## src/rtl/axis_pattern_sequencer.sv

```systemverilog
// AXI-Stream test-pattern source: emits pkt_count packets of pkt_len incrementing beats,
// separated by gap_cycles idle cycles, with abort honoured only at packet boundaries.
module axis_pattern_sequencer #(
  parameter int unsigned DATA_WIDTH = 8,
  parameter int unsigned LEN_WIDTH  = 16,
  parameter int unsigned CNT_WIDTH  = 16,
  parameter int unsigned GAP_WIDTH  = 8
) (
  input  logic                  clk,
  input  logic                  resetn,
  input  logic                  start,
  input  logic                  abort,
  input  logic [LEN_WIDTH-1:0]  pkt_len,
  input  logic [CNT_WIDTH-1:0]  pkt_count,
  input  logic [GAP_WIDTH-1:0]  gap_cycles,
  output logic                  busy,
  output logic                  done,
  output logic                  aborted,
  output logic [CNT_WIDTH-1:0]  pkts_sent,
  output logic [DATA_WIDTH-1:0] axis_tdata,
  output logic                  axis_tvalid,
  output logic                  axis_tlast,
  input  logic                  axis_tready
);

  typedef enum logic [1:0] {StIdle, StSend, StGap} state_e;

  state_e                state_q;
  logic [LEN_WIDTH-1:0]  len_q, beat_q;
  logic [CNT_WIDTH-1:0]  cnt_q, pkts_sent_q;
  logic [GAP_WIDTH-1:0]  gap_q, gap_cnt_q;
  logic [DATA_WIDTH-1:0] pat_q, tdata_q;
  logic                  abort_pend_q, busy_q, done_q, aborted_q, tvalid_q, tlast_q;

  logic                  hs, pend_now, next_last, last_pkt, run_end, start_ok;
  logic [DATA_WIDTH-1:0] pat_inc;
  logic [LEN_WIDTH-1:0]  beat_inc;
  logic [CNT_WIDTH-1:0]  sent_inc;

  always_comb begin
    hs        = tvalid_q & axis_tready;
    pend_now  = abort_pend_q | abort;
    pat_inc   = pat_q + DATA_WIDTH'(1);
    beat_inc  = beat_q + LEN_WIDTH'(1);
    sent_inc  = pkts_sent_q + CNT_WIDTH'(1);
    next_last = (beat_inc == (len_q - LEN_WIDTH'(1)));
    last_pkt  = (sent_inc == cnt_q);
    run_end   = last_pkt | pend_now;
    start_ok  = start & (pkt_len != '0) & (pkt_count != '0);
  end

  always_ff @(posedge clk) begin
    if (!resetn) begin
      state_q      <= StIdle;
      len_q        <= '0;
      cnt_q        <= '0;
      gap_q        <= '0;
      beat_q       <= '0;
      gap_cnt_q    <= '0;
      pat_q        <= '0;
      tdata_q      <= '0;
      pkts_sent_q  <= '0;
      abort_pend_q <= 1'b0;
      busy_q       <= 1'b0;
      done_q       <= 1'b0;
      aborted_q    <= 1'b0;
      tvalid_q     <= 1'b0;
      tlast_q      <= 1'b0;
    end else begin
      done_q <= 1'b0;
      case (state_q)
        StIdle: begin
          if (start_ok) begin
            state_q      <= StSend;
            len_q        <= pkt_len;
            cnt_q        <= pkt_count;
            gap_q        <= gap_cycles;
            beat_q       <= '0;
            pat_q        <= '0;
            tdata_q      <= '0;
            pkts_sent_q  <= '0;
            aborted_q    <= 1'b0;
            abort_pend_q <= 1'b0;
            busy_q       <= 1'b1;
            tvalid_q     <= 1'b1;
            tlast_q      <= (pkt_len == LEN_WIDTH'(1));
          end
        end
        StSend: begin
          if (!hs) begin
            abort_pend_q <= pend_now;
          end else if (!tlast_q) begin
            pat_q        <= pat_inc;
            beat_q       <= beat_inc;
            tdata_q      <= pat_inc;
            tlast_q      <= next_last;
            abort_pend_q <= pend_now;
          end else begin
            pat_q       <= pat_inc;
            beat_q      <= '0;
            pkts_sent_q <= sent_inc;
            if (run_end) begin
              state_q      <= StIdle;
              tvalid_q     <= 1'b0;
              tdata_q      <= '0;
              tlast_q      <= 1'b0;
              busy_q       <= 1'b0;
              done_q       <= 1'b1;
              // A run that finishes its last packet counts as normal even if abort was raised.
              aborted_q    <= pend_now & ~last_pkt;
              abort_pend_q <= 1'b0;
            end else if (gap_q == '0) begin
              tdata_q <= pat_inc;
              tlast_q <= (len_q == LEN_WIDTH'(1));
            end else begin
              state_q   <= StGap;
              tvalid_q  <= 1'b0;
              tdata_q   <= '0;
              tlast_q   <= 1'b0;
              gap_cnt_q <= gap_q - GAP_WIDTH'(1);
            end
          end
        end
        StGap: begin
          if (pend_now) begin
            state_q      <= StIdle;
            busy_q       <= 1'b0;
            done_q       <= 1'b1;
            aborted_q    <= 1'b1;
            abort_pend_q <= 1'b0;
          end else if (gap_cnt_q == '0) begin
            state_q  <= StSend;
            tvalid_q <= 1'b1;
            tdata_q  <= pat_q;
            tlast_q  <= (len_q == LEN_WIDTH'(1));
          end else begin
            gap_cnt_q <= gap_cnt_q - GAP_WIDTH'(1);
          end
        end
        default: state_q <= StIdle;
      endcase
    end
  end

  assign busy        = busy_q;
  assign done        = done_q;
  assign aborted     = aborted_q;
  assign pkts_sent   = pkts_sent_q;
  assign axis_tdata  = tdata_q;
  assign axis_tvalid = tvalid_q;
  assign axis_tlast  = tlast_q;

endmodule

```

## config.mk

```make
export PLATFORM = sky130hd
export DESIGN_NAME = axis_pattern_sequencer
export DESIGN_NICKNAME = d
export VERILOG_FILES = /design/src/rtl/axis_pattern_sequencer.sv
export SDC_FILE = /design/constraint.sdc
export NUM_CORES = 1
export LEC_CHECK = 0
export CORE_MARGIN = 2
export CORE_UTILIZATION = 62
export DETAILED_ROUTE_END_ITERATION = 10
export GPL_ROUTABILITY_DRIVEN = 0
export PLACE_DENSITY = 0.95
export SYNTH_ARGS = -nofsm -noshare
export SYNTH_HDL_FRONTEND = slang
export SYNTH_SLANG_ARGS = --single-unit
```

## constraint.sdc

```tcl
create_clock -name clk -period 8.55 [get_ports clk]
set_clock_uncertainty 0.2 [all_clocks]
set_input_delay 1.71 -clock clk [delete_from_list [all_inputs] [get_ports clk]]
set_output_delay 1.71 -clock clk [all_outputs]
set_load 0.05 [all_outputs]
```

==> flow_metrics.env <==
export IMPL_synth_edf_count=0
export IMPL_slowest_stage="a21o_1"
export IMPL_cp_depth=8
export IMPL_cap_violations=0
export IMPL_synth_ff_latch_count=104
export IMPL_die_w_um=107
export IMPL_cp_data_required_time_ns=8.62
export IMPL_grt_start_max_net_pins=60
export IMPL_crit_arrival_ns=4.53
export IMPL_p_seq_frac=0.378
export IMPL_antenna_found_initial=0
export IMPL_synth_simple_area_share=0.289
export IMPL_final_nets=905
export IMPL_synthArstFlopShare=0
export IMPL_cts_hold_buffers=0
export IMPL_std_cell_rows=37
export IMPL_die_height_um=107
export IMPL_io_pins=74
export IMPL_antennaDiodeCount=0
export IMPL_route_detailed_drc=0
export IMPL_ctsResizeCount=0
export IMPL_root_buffer="clkbuf_8"
export IMPL_hold_viol=0
export IMPL_cts_buffer_depth=2
export IMPL_cts_buffers=9
export IMPL_netlist_top_cells_area="dfxtp_1 (32%), mux2i_1 (7.0%), xnor2_1 (5.4%)"
export IMPL_ys_seq_area_frac=0.316
export IMPL_start_kind="input pin"
export IMPL_sw_frac_of_total=0.415
export IMPL_path_cells="clkdlybuf4s50_1 > nor4_1 > nand4_1 > o211ai_1 > a21o_1 > or3_1 > nor3_1 > o21a_1"
export IMPL_power_frac_comb=0.440
export IMPL_drtAntennaViolNets=0
export IMPL_leakage_nw=2.69
export IMPL_dieArea_um2=11500
export IMPL_globalRouteTotalUtil=0.293
export IMPL_io_buffer_count=73
export IMPL_min_path_cells=2
export IMPL_power_per_cell_area_nw_per_um2=204
export IMPL_clkSinkCount=104
export IMPL_drive_above_1_share=0.0422
export IMPL_initial_utilization=0.639
export IMPL_worstPathBufferInverterCount=1
export IMPL_tightest_slew_ns=1.11
export IMPL_ys_types=63
export IMPL_p_int_w=0.000893
export IMPL_critPathTopFamily="compound AO/OA/AOI/OAI gates"
export IMPL_ctsHtreeMaxLevel=3
export IMPL_grt_first_pass_wirelength_um=27100
export IMPL_vias_per_cell=6.36
export IMPL_grt_ovfl_total=0
export IMPL_netlist_area_um2=6590
export IMPL_worstReg2RegStart="pkts_sent[0]"
export IMPL_dp_hpwl_um=11500
export IMPL_first_iter_violations=526
export IMPL_synthAdderAreaFrac=0.0190
export IMPL_hold_slack_ns=0.267
export IMPL_min_period_ns=4.46
export IMPL_slowest_delay_ns=0.79
export IMPL_synth_top_family_by_area="simple AND/OR/NAND/NOR gates"
export IMPL_synthXorXnorAreaFrac=0.0797
export IMPL_vias=6286
export IMPL_grt_pass1_vias=5557
export IMPL_synth_compound_area_frac=0.179
export IMPL_period_share=0.522
export IMPL_hold_class="reg2reg"
export IMPL_synth_top_area_share=0.316
export IMPL_power_w=0.00153
export IMPL_postCtsSetupBuffers=0
export IMPL_cp_max_fo=32
export IMPL_crit_start="pkt_len[7]"
export IMPL_routed_wl_um=16700
export IMPL_avgSynthCellArea_um2=8.12
export IMPL_synth_ff_type="dfxtp_1"
export IMPL_ir_worst_vdd_mv=0.0975
export IMPL_clock_latency_ns=0.38
export IMPL_setup_viol=0
export IMPL_yosysWarnings=0
export IMPL_clk_pin_slew_ns=0.09
export IMPL_switchingPower_w=0.000633
export IMPL_coreArea_um2=10300
export IMPL_syn_nets=867
export IMPL_worstHoldStart="busy"
export IMPL_netlist_instances=812
export IMPL_cts_tree="built"
export IMPL_wl_per_cell_um=16.9
export IMPL_fin_tns_setup_ns=0
export IMPL_synth_area_leader_cell="dfxtp_1"
export IMPL_worst_setup_path_type="in2reg"
export IMPL_synthMuxAreaShare=0.0733
export IMPL_status="finished, final reports clean"
export IMPL_rsz0062_at_grt="no"
export IMPL_finalMaxSlewViolations=0
export IMPL_syn2layout_area_growth_pct=13.2
export IMPL_end_kind="flop"
export IMPL_slew_headroom=0.259
export IMPL_clkPwrFrac=0.183
export IMPL_utilization=0.723
export IMPL_dr_pass1_iters=6
export IMPL_reg2regPathDepth=9
export IMPL_max_freq_mhz=224
-- worst reg2reg max path: stages, from the launching register on --
cell,delay (ns)
dfxtp_1,0.47
ha_1,0.33
nand4_1,0.28
o31ai_1,0.32
o311ai_1,0.13
or4_1,0.50
or4_1,0.69
a31oi_4,0.43
a21oi_1,0.11
o31a_1,0.26
-- routing by layer --
layer	GRT usage	vias to the layer above	wire (um)
met4	0.104	0	369
li1	-	2994	-
met3	0.0328	33	1400
met5	0	-	0
met2	0.483	344	7880
met1	0.395	2915	7070
-- power groups by stage --
stage	combinational [W]	sequential, W	clock (W)
6_report	0.000671	0.000577	0.000279
2_1_floorplan	0.000477	0.000595	0
5_1_grt	0.000730	0.000582	0.000298
3_5_place_dp	0.000654	0.000585	0
4_1_cts	0.000658	0.000575	0.000279
3_3_place_gp	0.000634	0.000583	0
-- kinds of logic after synthesis --
kind of cell,after synthesis
simple gates,346
flops,104
mux,48
xor+xnor,60
compound gates,175
buf+inv,69
fa+ha+maj,10
-- cell type report --
cell class              instances  area [um2]
flip-flops and latches        104        2080
repair buffers                 79         771
clock buffers                  11         141
well taps                     136         170
fillers                       779        2860
inverters                      17        63.8
multi-input cells             639        4220
clock inverters                 3        20.0
-- registers in the layout, summed over array words and instances, names as in the netlist --
name          count
gap_cnt_q         8
axis_tvalid       1
busy              1
beat_q           16
pkts_sent        16
axis_tlast        1
axis_tdata        8
abort_pend_q      1
aborted           1
state_q           2
len_q            16
done              1
gap_q             8
cnt_q            16
pat_q             8
-- worst paths after layout --
check | to | slack, ns
setup / recovery | pkts_sent[11] | 4.09
hold / removal | busy | 0.27
setup reg to reg | gap_cnt_q[6] | 4.72
hold reg to reg | busy | 0.27
-- cell usage after synthesis, drive strengths merged (5+ instances only) --
cell type and n:
nor2 32, or4 9, nor3b 6, nand3 38, mux2i 46, nor3 32, a21oi 32, xor2 19
nand2b 5, o21a 13, clkbuf 36, and2 24, a211oi 5, a21o 7, a21boi 26, nor4 19
and3 6, nor2b 55, nand2 66, o31ai 16, or3 11, and4 7, dfxtp 104, a31oi 8
nand4 21, inv 17, o21ai 41, xnor2 41, buf 16, or2 8, ha 10
-- placed cells by master (no fill, tap or decap), types with 3 or more instances in the layout --
master and instances:
nand2_1 65, nor3b_1 6, xnor2_1 41, nor3_1 32
a31oi_1 6, o21a_1 13, nand4_1 21, or2_2 5
clkbuf_8 10, xor2_1 19, and2_1 24, nor4_1 18
dfxtp_1 104, a21oi_1 32, and3_1 6, inv_1 17
nor2_1 32, or3_1 11, nor2b_1 55, and4_1 6
buf_4 6, nand4b_1 3, a21boi_0 19, mux2i_1 46
a21o_1 7, nand2b_1 5, a21boi_1 7, nand3_1 36
or2_0 3, o21ai_0 40, or4_1 9, clkdlybuf4s50_1 72
a211oi_1 5, o31ai_1 16, o2111ai_1 3, o41ai_1 3
ha_1 10
-- per-stage QoR --
| step | instance area (um2) | setup slack (ns) | instances |
|---|---|---|---|
| after floorplan | 6590 | 4.80 | 812 |
| after global placement | 7300 | 3.81 | 975 |
| after detailed placement | 7300 | 3.82 | 975 |
| after CTS | 7470 | 4.15 | 989 |
| after global routing | 7470 | 3.97 | 989 |
| final | 7470 | 4.09 | 989 |
No activity file was read; power rests on OpenSTA's default activity.
